### src/rtl/ahbl_apb_bridge_if.sv
// AHB-Lite slave-side and APB master-side bus bundles for ahbl_apb_bridge.
// pprot/pstrb exist only when AHBL_APB_BRIDGE_APB4_EN is defined.

interface ahbl_if;
  logic        hsel;
  logic        hreadyin;
  logic [31:0] haddr;
  logic        hwrite;
  logic [2:0]  hsize;
  logic [3:0]  hprot;
  logic [1:0]  htrans;
  logic [31:0] hwdata;
  logic        hready;
  logic        hresp;
  logic [31:0] hrdata;

  modport master (
    output hsel, hreadyin, haddr, hwrite, hsize, hprot, htrans, hwdata,
    input  hready, hresp, hrdata
  );

  modport slave (
    input  hsel, hreadyin, haddr, hwrite, hsize, hprot, htrans, hwdata,
    output hready, hresp, hrdata
  );
endinterface

interface apb_if #(
  parameter int PADDR_WIDTH = 16
);
  logic                   psel;
  logic                   penable;
  logic [PADDR_WIDTH-1:0] paddr;
  logic                   pwrite;
  logic [31:0]            pwdata;
  logic [31:0]            prdata;
  logic                   pready;
  logic                   pslverr;
`ifdef AHBL_APB_BRIDGE_APB4_EN
  logic [2:0]             pprot;
  logic [3:0]             pstrb;
`endif

  modport master (
    output psel, penable, paddr, pwrite, pwdata,
`ifdef AHBL_APB_BRIDGE_APB4_EN
    output pprot, pstrb,
`endif
    input  prdata, pready, pslverr
  );

  modport slave (
    input  psel, penable, paddr, pwrite, pwdata,
`ifdef AHBL_APB_BRIDGE_APB4_EN
    input  pprot, pstrb,
`endif
    output prdata, pready, pslverr
  );
endinterface

### src/rtl/ahbl_apb_bridge.sv
// AHB-Lite slave to APB master bridge, 32-bit data; APB4 pprot/pstrb under AHBL_APB_BRIDGE_APB4_EN.
// Latency: read 2 wait states, write 3, plus one per pready-low ACCESS cycle.
// Backpressure: hready held low until the APB access completes; pslverr becomes a two-cycle ERROR.

module ahbl_apb_bridge #(
  parameter int PADDR_WIDTH = 16
) (
  input  logic   hclk,
  input  logic   hreset,
  ahbl_if.slave  ahb,
  apb_if.master  apb
);

  typedef enum logic [2:0] {
    IDLE   = 3'd0,
    WLAT   = 3'd1,
    SETUP  = 3'd2,
    ACCESS = 3'd3,
    ERR1   = 3'd4,
    ERR2   = 3'd5
  } state_t;

  state_t                 state;
  logic                   hready_q;
  logic                   hresp_q;
  logic [31:0]            hrdata_q;
  logic                   psel_q;
  logic                   penable_q;
  logic [PADDR_WIDTH-1:0] paddr_q;
  logic                   pwrite_q;
  logic [31:0]            pwdata_q;
`ifdef AHBL_APB_BRIDGE_APB4_EN
  logic [2:0]             pprot_q;
  logic [3:0]             pstrb_q;
`endif

  logic valid;
  logic unused_ok;

  assign valid = ahb.hsel & ahb.hreadyin & ahb.htrans[1];

  // Upper address bits, burst hints and (in APB3 builds) size/prot are intentionally dropped.
  assign unused_ok = ^{ahb.haddr, ahb.hsize, ahb.hprot, ahb.htrans};

`ifdef AHBL_APB_BRIDGE_APB4_EN
  function automatic logic [3:0] strb_of(input logic wr, input logic [2:0] sz,
                                         input logic [1:0] a);
    logic [3:0] s;
    if (!wr) begin
      s = 4'b0000;
    end else begin
      case (sz)
        3'd0:    s = 4'b0001 << a;
        3'd1:    s = 4'b0011 << {a[1], 1'b0};
        default: s = 4'b1111;
      endcase
    end
    return s;
  endfunction
`endif

  always_ff @(posedge hclk) begin
    if (hreset) begin
      state     <= IDLE;
      hready_q  <= 1'b1;
      hresp_q   <= 1'b0;
      hrdata_q  <= '0;
      psel_q    <= 1'b0;
      penable_q <= 1'b0;
      paddr_q   <= '0;
      pwrite_q  <= 1'b0;
      pwdata_q  <= '0;
`ifdef AHBL_APB_BRIDGE_APB4_EN
      pprot_q   <= '0;
      pstrb_q   <= '0;
`endif
    end else begin
      case (state)
        // ERR2 is the last ERROR cycle, so it may already carry the next address phase.
        IDLE, ERR2: begin
          hresp_q <= 1'b0;
          if (valid) begin
            paddr_q  <= ahb.haddr[PADDR_WIDTH-1:0];
            pwrite_q <= ahb.hwrite;
`ifdef AHBL_APB_BRIDGE_APB4_EN
            pprot_q  <= {~ahb.hprot[0], 1'b0, ahb.hprot[1]};
            pstrb_q  <= strb_of(ahb.hwrite, ahb.hsize, ahb.haddr[1:0]);
`endif
            hready_q <= 1'b0;
            if (ahb.hwrite) begin
              state <= WLAT;
            end else begin
              state  <= SETUP;
              psel_q <= 1'b1;
            end
          end else begin
            hready_q <= 1'b1;
            state    <= IDLE;
          end
        end

        // hwdata is only valid in the data phase, one cycle after the address.
        WLAT: begin
          pwdata_q <= ahb.hwdata;
          psel_q   <= 1'b1;
          state    <= SETUP;
        end

        SETUP: begin
          penable_q <= 1'b1;
          state     <= ACCESS;
        end

        ACCESS: begin
          if (apb.pready) begin
            psel_q    <= 1'b0;
            penable_q <= 1'b0;
            if (apb.pslverr) begin
              hresp_q <= 1'b1;
              state   <= ERR1;
            end else begin
              hready_q <= 1'b1;
              if (!pwrite_q) begin
                hrdata_q <= apb.prdata;
              end
              state <= IDLE;
            end
          end
        end

        ERR1: begin
          hready_q <= 1'b1;
          state    <= ERR2;
        end

        default: begin
          state     <= IDLE;
          hready_q  <= 1'b1;
          hresp_q   <= 1'b0;
          psel_q    <= 1'b0;
          penable_q <= 1'b0;
        end
      endcase
    end
  end

  assign ahb.hready  = hready_q;
  assign ahb.hresp   = hresp_q;
  assign ahb.hrdata  = hrdata_q;
  assign apb.psel    = psel_q;
  assign apb.penable = penable_q;
  assign apb.paddr   = paddr_q;
  assign apb.pwrite  = pwrite_q;
  assign apb.pwdata  = pwdata_q;
`ifdef AHBL_APB_BRIDGE_APB4_EN
  assign apb.pprot   = pprot_q;
  assign apb.pstrb   = pstrb_q;
`endif

endmodule

### src/flat_wrapper.sv
// flat-port wrapper written by rule: the top's interface ports become plain ports
module ahbl_apb_bridge_flat 
#(
  parameter int PADDR_WIDTH = 16
)
  (hclk, hreset, ahb_hsel, ahb_hreadyin, ahb_haddr, ahb_hwrite, ahb_hsize, ahb_hprot, ahb_htrans, ahb_hwdata, ahb_hready, ahb_hresp, ahb_hrdata, apb_psel, apb_penable, apb_paddr, apb_pwrite, apb_pwdata, apb_prdata, apb_pready, apb_pslverr);
  ahbl_if ahb_i ();
  apb_if #(.PADDR_WIDTH(PADDR_WIDTH)) apb_i ();
  input  logic hclk;
  input  logic hreset;
  input wire logic [$bits(ahb_i.hsel)-1:0] ahb_hsel;
  input wire logic [$bits(ahb_i.hreadyin)-1:0] ahb_hreadyin;
  input wire logic [$bits(ahb_i.haddr)-1:0] ahb_haddr;
  input wire logic [$bits(ahb_i.hwrite)-1:0] ahb_hwrite;
  input wire logic [$bits(ahb_i.hsize)-1:0] ahb_hsize;
  input wire logic [$bits(ahb_i.hprot)-1:0] ahb_hprot;
  input wire logic [$bits(ahb_i.htrans)-1:0] ahb_htrans;
  input wire logic [$bits(ahb_i.hwdata)-1:0] ahb_hwdata;
  output wire logic [$bits(ahb_i.hready)-1:0] ahb_hready;
  output wire logic [$bits(ahb_i.hresp)-1:0] ahb_hresp;
  output wire logic [$bits(ahb_i.hrdata)-1:0] ahb_hrdata;
  output wire logic [$bits(apb_i.psel)-1:0] apb_psel;
  output wire logic [$bits(apb_i.penable)-1:0] apb_penable;
  output wire logic [$bits(apb_i.paddr)-1:0] apb_paddr;
  output wire logic [$bits(apb_i.pwrite)-1:0] apb_pwrite;
  output wire logic [$bits(apb_i.pwdata)-1:0] apb_pwdata;
  input wire logic [$bits(apb_i.prdata)-1:0] apb_prdata;
  input wire logic [$bits(apb_i.pready)-1:0] apb_pready;
  input wire logic [$bits(apb_i.pslverr)-1:0] apb_pslverr;
  assign ahb_i.hsel = ahb_hsel;
  assign ahb_i.hreadyin = ahb_hreadyin;
  assign ahb_i.haddr = ahb_haddr;
  assign ahb_i.hwrite = ahb_hwrite;
  assign ahb_i.hsize = ahb_hsize;
  assign ahb_i.hprot = ahb_hprot;
  assign ahb_i.htrans = ahb_htrans;
  assign ahb_i.hwdata = ahb_hwdata;
  assign ahb_hready = ahb_i.hready;
  assign ahb_hresp = ahb_i.hresp;
  assign ahb_hrdata = ahb_i.hrdata;
  assign apb_psel = apb_i.psel;
  assign apb_penable = apb_i.penable;
  assign apb_paddr = apb_i.paddr;
  assign apb_pwrite = apb_i.pwrite;
  assign apb_pwdata = apb_i.pwdata;
  assign apb_i.prdata = apb_prdata;
  assign apb_i.pready = apb_pready;
  assign apb_i.pslverr = apb_pslverr;
  ahbl_apb_bridge #(.PADDR_WIDTH(PADDR_WIDTH)) u_core (.hclk(hclk), .hreset(hreset), .ahb(ahb_i), .apb(apb_i));
endmodule
### config.mk
export PLATFORM = sky130hd
export DESIGN_NAME = ahbl_apb_bridge_flat
export DESIGN_NICKNAME = d
export VERILOG_FILES = /design/src/rtl/ahbl_apb_bridge_if.sv /design/src/rtl/ahbl_apb_bridge.sv /design/src/flat_wrapper.sv
export SDC_FILE = /design/constraint.sdc
export NUM_CORES = 1
export LEC_CHECK = 0
export ABC_AREA = 1
export ABC_CLOCK_PERIOD_IN_PS = 1500
export CAP_MARGIN = 20
export CORE_ASPECT_RATIO = 2
export CORE_MARGIN = 3
export CORE_UTILIZATION = 34
export DETAILED_ROUTE_END_ITERATION = 16
export PLACE_DENSITY = 0.81
export SETUP_SLACK_MARGIN = 0.02
export SYNTH_ARGS = -nofsm -noshare
export SYNTH_HDL_FRONTEND = slang
export SYNTH_SLANG_ARGS = --single-unit
### constraint.sdc
create_clock -name hclk -period 1.5 [get_ports hclk]
set_clock_uncertainty 0.1 [all_clocks]
set_input_delay 0.225 -clock hclk [delete_from_list [all_inputs] [get_ports hclk]]
set_output_delay 0.225 -clock hclk [all_outputs]
set_load 0.03 [all_outputs]
# Yosys cells after proc, flatten, opt, wreduce, memory -nomap -nowiden
# Index checks and enable logic that the tools add are counted.
dict set report word_totals {
  reg_bits 88
  input_bits 112
  out_inout_bits 85
  elab_cells 56
}
dict set report op_classes {
  n_eq_ne 10
  muxes 17
  bitwise_logic 8
  n_reduce_logical 12
}
# op count
set op_table {}
lappend op_table {{$pmux W3 S5} 1}
lappend op_table {{$mux W1} 8}
lappend op_table {{$ne A2 B2 Y1 const B} 4}
lappend op_table {{$reduce_and A4 Y1} 2}
lappend op_table {{$eq A3 B2 Y1 const B} 2}
lappend op_table {{$eq A3 B3 Y1 const B} 2}
lappend op_table {{$mux W3} 2}
lappend op_table {{$not A1 Y1} 6}
lappend op_table {{$pmux W1 S3} 2}
lappend op_table {{$reduce_and A3 Y1} 2}
lappend op_table {{$reduce_or A2 Y1} 3}
lappend op_table {{$mux W2} 2}
lappend op_table {{$pmux W1 S4} 1}
lappend op_table {{$reduce_and A2 Y1} 2}
lappend op_table {{$reduce_or A4 Y1} 1}
lappend op_table {{$eq A3 B1 Y1 const B} 1}
lappend op_table {{$logic_not A3 Y1} 1}
lappend op_table {{$reduce_or A3 Y1} 1}
lappend op_table {{$and A1 B1 Y1} 2}
lappend op_table {{$ne A2 B1 Y1 const B} 1}
lappend op_table {{$pmux W1 S2} 1}

# Logic depth before layout (Yosys ltp)
# Gate-level depths: netlist (run 1).
dict set report depth {
  ltp_word 4
  mapped_depth 8
  depth_no_buf 7
}

# Least setup slack after synthesis (run 1)
# OpenSTA, ideal clock, no wires.
dict set report synth_path {
  kind {register to register}
  start {reg u_core.state[0]}
  end {reg u_core.hrdata_q[10] (netlist: u_core.ahb.hrdata[10])}
  setup_ns 0.119
  arrival_ns 1.143
  required_time_ns 1.281
  setup_slack_ns 0.138
  path_stages_with_launch 7
  n_path_buf 1
  period_less_slack_ns 1.362
  cell_sequence {dfxtp_1 > nand2_2 > nor2_2 > nand3_2 > clkbuf_1 > o21ai_0 > a21oi_1}
}
dict set report synth_between {
  elab_chain_len 2
}
# item line_no
set synth_rtl {}
lappend synth_rtl {{start, declared} ahbl_apb_bridge.sv:23} ;# state_t state;
lappend synth_rtl {{start signal, assigned} ahbl_apb_bridge.sv:64} ;# state <= IDLE;
lappend synth_rtl {{start signal, assigned} ahbl_apb_bridge.sv:91} ;# state <= WLAT;
lappend synth_rtl {{start signal, assigned} ahbl_apb_bridge.sv:93} ;# state <= SETUP;
lappend synth_rtl {{$eq A3 B2 Y1} ahbl_apb_bridge.sv:78} ;# case (state)
lappend synth_rtl {{$reduce_and A4 Y1 (no source line)} --}
lappend synth_rtl {{end signal, assigned} ahbl_apb_bridge.sv:124} ;# hrdata_q <= apb.prdata;
lappend synth_rtl {{end, declared} ahbl_apb_bridge.sv:26} ;# logic [31:0] hrdata_q;
# No other way between the ends.
# A chain may end at the register's enable or synchronous reset.

# Final worst setup path (run 1)
dict set report layout_path {
  start {reg u_core.state[1]}
  end {reg u_core.paddr_q[6] (netlist: u_core.apb.paddr[6])}
}
dict set report layout_between {
  elab_chain_len 3
  elab_cells_between_ends 4
  classes_between {eq/ne (1); reduce/logical (3)}
}
# item line_no
set layout_rtl {}
lappend layout_rtl {{$eq A3 B3 Y1 / $logic_not A3 Y1 (equally long branches)} ahbl_apb_bridge.sv:78}
lappend layout_rtl {{$reduce_or A2 Y1 (*)} ahbl_apb_bridge.sv:78}
lappend layout_rtl {{$reduce_and A2 Y1 (no source line) (*)} --}
lappend layout_rtl {{end signal, assigned} ahbl_apb_bridge.sv:83} ;# paddr_q <= ahb.haddr[PADDR_WIDTH-1:0];
lappend layout_rtl {{end, declared} ahbl_apb_bridge.sv:29} ;# logic [PADDR_WIDTH-1:0] paddr_q;
# Every way passes the cells marked *; elsewhere a longest branch is shown, timed or not.

==> results of run 1 <==
-- per-layer routing --
metal	vias to the layer above	GRT usage [%]	wire [um]
met2	120	32.6	5370
met5	-	0	0
met4	0	7.97	362
met1	1542	16.9	3420
li1	1730	-	-
met3	27	5.39	668
-- Yosys cell counts (all sizes together) --
| cell | n | area share [%] |
|---|---|---|
| a211oi | 1 | 0.23 |
| a21oi | 71 | 11 |
| buf | 13 | 2.4 |
| clkbuf | 14 | 1.6 |
| dfxtp | 88 | 53 |
| inv | 44 | 5.1 |
| nand2 | 52 | 6.4 |
| nand3 | 43 | 7.0 |
| nor2 | 40 | 5.1 |
| nor3 | 2 | 0.64 |
| o21ai | 51 | 7.7 |
-- cell families after synthesis --
logic type / after synthesis / synth area share, %
AOI/OAI and AO/OA: 123 / 18.7
DFF: 88 / 53.2
buffers and inverters: 71 / 9.03
and+or+nand+nor: 137 / 19.1
-- power breakdown --
part / internal (mW) / leakage [nW] / total [mW] / switching [mW]
combinational: 0.445 / 1.54 / 0.963 / 0.518
clock: 1.80 / 0.174 / 2.67 / 0.873
sequential: 2.43 / 0.714 / 2.48 / 0.0500
total: 4.68 / 2.42 / 6.12 / 1.44
-- repair_timing --
| action | in CTS | in global routing |
|---|---|---|
| setup buffers | 0 | 1 |
| setup endpoints to repair | 88 | 50 |
| pin swaps | 0 | 1 |
| gates resized for setup | 85 | 14 |
| cloned | 0 | 1 |
-- worst min-delay path: cells and delay by family (launching register included) --
kind            cells  cell delay, ns
buf+inv             1            0.04
flops               1            0.30
compound gates      1            0.05
-- registers in the layout, indices dropped and copies added, names as in the netlist --
| signal | cells |
|---|---|
| u_core.ahb.hrdata | 32 |
| u_core.apb.pwdata | 32 |
| u_core.apb.penable | 1 |
| u_core.state | 3 |
| u_core.apb.paddr | 16 |
| u_core.apb.pwrite | 1 |
| u_core.ahb.hresp | 1 |
| u_core.ahb.hready | 1 |
| u_core.apb.psel | 1 |
-- final timing paths --
path,start,endpoint,slack (ns),cells past startpoint
max,u_core.state[1]$_SDFFE_PP0P_,u_core.apb.paddr[6]$_SDFFE_PP0P_,0.08,8
min,u_core.ahb.hrdata[29]$_SDFFE_PP0P_,u_core.ahb.hrdata[29]$_SDFFE_PP0P_,0.34,2
max reg2reg,u_core.state[1]$_SDFFE_PP0P_,u_core.apb.paddr[6]$_SDFFE_PP0P_,0.08,8
min reg2reg,u_core.ahb.hrdata[29]$_SDFFE_PP0P_,u_core.ahb.hrdata[29]$_SDFFE_PP0P_,0.34,2
-- per-stage QoR --
| step | area, sq um | util (%) | std cells | hold WS, ns | setup slack [ns] |
|---|---|---|---|---|---|
| 3_3_place_gp | 5260 | 55.7 | 712 | 0.330 | -0.122 |
| 3_5_place_dp | 5260 | 55.7 | 712 | 0.335 | -0.164 |
| 5_1_grt | 5570 | 58.9 | 730 | 0.351 | 0.0144 |
| 2_1_floorplan | 3310 | - | 419 | 0.271 | 0.138 |
| 4_1_cts | 5520 | 58.4 | 728 | 0.341 | 0.0248 |
| 6_report | 5570 | 58.9 | 730 | 0.340 | 0.0756 |
-- cell type report --
class                   count  area (sq um)
multi-input cells         260          1250
flip-flops and latches     88          1770
clock inverters             5           129
fillers                   841          3880
repair buffers            192          1850
inverters                  44           170
clock buffers              11           233
well taps                 130           163
==> flow_summary.yaml, run 1 <==
synthesis:
  avgSynthCellArea_sq_um: 7.90
  netlist_area_sq_mm: 0.00331
  synth-seq-area-share_pct: 53.2
  synthDistinctLibCells: 23
  netlist_instances: 419
  yosys_warnings: 0
  synth_seq_cells: 88
  synth_nets: 531
cts:
  cts_tree: "done"
  cts_root_buffer: "clkbuf_16"
  ctsHoldBuffers: 0
  clkLatencyLatePin_ns: 0.32
  clockBufferDepth: 2
  clock-sinks: 88
  h-tree-depth: 3
  clkTransAtPathRegs_ns: 0.06
  cts-buffers-inserted: 9
floorplan:
  io-pin-count: 197
  rows: 50
  core_area_sq_mm: 0.00945
  initial_core_util_pct: 35.1
  die_area_sq_mm: 0.0110
  fp.dieW_um: 75.8
  die_h_um: 146
setup_path:
  start_kind: "flip-flop"
  crit_required_ns: 1.66
  critPathBufInv: 4
  cp.arrival_ns: 1.59
  critical_path_class: "reg2reg"
  cp-end-kind: "flip-flop"
  cp_common_cell: "nor2_1"
  path_max_fanout: 8
  slowest_delay_ns: 0.32
  path_cells: "buf_4 > inv_4 > nand2_4 > nor3_4 > buf_6 > clkbuf_16 > nor2_1 > nor2_1"
  path_delay_family: "buffers and inverters"
  slowest_stage: "dfxtp_1"
grt:
  first_global_vias: 3320
  grt_pass1_wl_um: 15400
  antenna_found_initial: 0
  grt_max_degree: 63
  groute.usage.overall_pct: 17.8
  grt-ovfl-total: 0
power_and_ir_drop:
  power.total_mw: 6.12
  peakVddDrop_v: 0.000825
  p_leak_nw: 2.42
  powerDensity_mw_per_mm2: 1100
routing:
  wire_per_inst_um: 13.5
  drc_errors: 0
  routed_via_density: 4.68
  totalWireLength_um: 9820
  firstDrtPassIters: 4
  drt_iter0_drc: 152
  ant_nets: 0
  vias: 3419
final_layout:
  fin_nets: 707
  layout_common_cells: "clkdlybuf4s50_1, dfxtp_1, dlygate4sd2_1, a21oi_1, nand2_1"
  drive_gt1_share_pct: 8.33
  syn2layout_area_growth_pct: 68.1
  final_common_cell: "clkdlybuf4s50_1"
  diodes: 0
timing:
  setup_violations: 0
  drv_slew: 0
  worst_pin_slew_ns: 0.395
  max_freq_mhz: 702
  min_period_ns: 1.42
  rsz0062_at_grt: "no"
  finalCritPeriodShare_pct: 95.0
  hold_viol_final: 0
  setup_tns_ns: 0
  slew-limit-headroom_pct: 73.7
status:
  status: "finished clean"
min_path:
  min_path_type: "reg2reg"
placed_design:
  port_buffers: 172
  gp_congestion: 0.795
  dp_hpwl_um: 7540
job:
  cap_violations: 0
Note: power is estimated with default switching activity, not from simulation.
==> inputs of run 2 (changes only) <==
GPL_TIMING_DRIVEN = 0   (was default)
HOLD_SLACK_MARGIN = 0.02   (was default)
==> flow_summary.yaml, run 2 (synthesized netlist as in run 1, its figures left out) <==
grt:
  grt_pass1_wl_um: 16000
  first_global_vias: 3405
  grt-ovfl-total: 0
  groute.usage.overall_pct: 18.4
  grt_max_degree: 16
  antenna_found_initial: 0
routing:
  drt_iter0_drc: 105
  routed_via_density: 4.71
  totalWireLength_um: 10200
  firstDrtPassIters: 4
  vias: 3495
  drc_errors: 0
  wire_per_inst_um: 13.7
  ant_nets: 0
cts:
  cts-buffers-inserted: 9
  cts_tree: "done"
  ctsHoldBuffers: 0
  h-tree-depth: 3
  cts_root_buffer: "clkbuf_16"
  clkTransAtPathRegs_ns: 0.06
  clockBufferDepth: 2
  clkLatencyLatePin_ns: 0.33
  clock-sinks: 88
final_layout:
  fin_util_pct: 58.0
  final_common_cell: "clkdlybuf4s50_1"
  layout_common_cells: "clkdlybuf4s50_1, dfxtp_1, dlygate4sd2_1, a21oi_1, nand2_1"
  fin_nets: 719
  syn2layout_area_growth_pct: 65.4
  drive_gt1_share_pct: 8.82
  diodes: 0
timing:
  fin_ws_ns: 0.0373
  min_period_ns: 1.46
  worst_pin_slew_ns: 0.519
  finalCritPeriodShare_pct: 97.5
  setup_tns_ns: 0
  drv_slew: 0
  max_freq_mhz: 684
  rsz0062_at_grt: "yes"
  slew-limit-headroom_pct: 65.1
  hold_viol_final: 0
  setup_violations: 0
  holdWs_ns: 0.341
setup_path:
  r2r_cells: 5
  critical_path_class: "reg2reg"
  rrSetupSlack_ns: 0.04
  slowest_stage: "nor3_1"
  cp-end-kind: "flip-flop"
  path_cells: "buf_4 > nor3_1 > nor2_1 > nand2_1 > a21oi_1"
  slowest_delay_ns: 0.47
  start_kind: "flip-flop"
  worst_r2r_endpoint: "u_core.apb.psel$_SDFFE_PP0P_"
  cp.arrival_ns: 1.59
  r2r-start: "u_core.state[2]$_SDFFE_PP0P_"
  crit_required_ns: 1.62
  path_max_fanout: 8
floorplan:
  io-pin-count: 197
  fp.dieW_um: 75.8
  rows: 50
  die_area_sq_mm: 0.0110
  core_area_sq_mm: 0.00945
  die_h_um: 146
  initial_core_util_pct: 35.1
status:
  status: "finished clean"
min_path:
  hold_start: "u_core.ahb.hrdata[25]$_SDFFE_PP0P_"
  whs_endpoint: "u_core.ahb.hrdata[25]$_SDFFE_PP0P_"
  min_path_type: "reg2reg"
  holdPathStages: 2
power_and_ir_drop:
  power.total_mw: 5.68
  p_leak_nw: 2.38
  powerDensity_mw_per_mm2: 1040
  peakVddDrop_v: 0.000729
placed_design:
  gp_congestion: 0.790
  dp_hpwl_um: 7990
  preCtsSetupSlack_ns: -0.442
  port_buffers: 172
job:
  cap_violations: 0
## run 2: cell types whose count changed in the layout (fill, tap and decap cells not counted), moves of 2 or more
cell | before | now
clkbuf_1 | 2 | 7
clkbuf_4 | 0 | 3
buf_12 | 5 | 0
buf_2 | 0 | 7
clkinvlp_4 | 0 | 2
o21ai_1 | 15 | 13
clkbuf_2 | 1 | 5
buf_4 | 12 | 6
bufinv_16 | 4 | 1
o21ai_0 | 36 | 38
dlygate4sd2_1 | 83 | 85
## run 2: final cells by class
cell class / instances / area, sq um
flip-flops and latches: 88 / 1770
multi-input cells: 261 / 1280
well taps: 130 / 163
clock inverters: 6 / 67.6
repair buffers: 176 / 1650
inverters: 44 / 168
plain buffers: 27 / 150
fillers: 887 / 3970
clock buffers: 10 / 239
## run 2: power by group
group	leakage, nW	internal (mW)	switching, mW	total (mW)
Clock	0.145	1.34	0.926	2.27
Combinational	1.52	0.413	0.515	0.927
Sequential	0.714	2.43	0.0514	2.48
## run 2: metal layers
layer	part of all wire [%]	track usage [%]	vias up
li1	-	-	1755
met3	7.2	6.02	20
met1	34	17.5	1602
met5	0	0	-
met2	56	34.1	118
met4	3.0	7.44	0
## run 2: how the worst max path moves through the flow
stage                                 startpoint                                 end  slack (ns)
floorplan           u_core.state[0]$_SDFFE_PP0P_  u_core.ahb.hrdata[10]$_SDFFE_PP0P_        0.14
global placement                          hreset   u_core.apb.pwdata[3]$_SDFFE_PP0P_       -0.38
detailed placement                        hreset   u_core.apb.pwdata[5]$_SDFFE_PP0P_       -0.44
CTS                 u_core.state[2]$_SDFFE_PP0P_  u_core.ahb.hrdata[15]$_SDFFE_PP0P_        0.02
global route        u_core.state[2]$_SDFFE_PP0P_      u_core.ahb.hready$_SDFFE_PP1P_       -0.05
finish              u_core.state[2]$_SDFFE_PP0P_        u_core.apb.psel$_SDFFE_PP0P_        0.04
## run 2: critical path: cells and delay by family, from the launching register on
family	cells	cell delay [ns]
and+or+nand+nor	3	0.72
DFF	1	0.30
buffers and inverters	1	0.18
AOI/OAI and AO/OA	1	0.06
## run 2: stage by stage
step,area [sq um],cells
3_5_place_dp,5200,721
6_report,5480,742
4_1_cts,5440,739
3_3_place_gp,5200,721
2_1_floorplan,3310,419
5_1_grt,5480,742
## run 2: what timing repair did
item | 4_1_cts | 5_1_grt
endpoints found under the setup margin | 159 | 54
gates resized for setup | 95 | 15
buffers inserted | 2 | 2
cloned | 0 | 1
pin swaps | 2 | 1
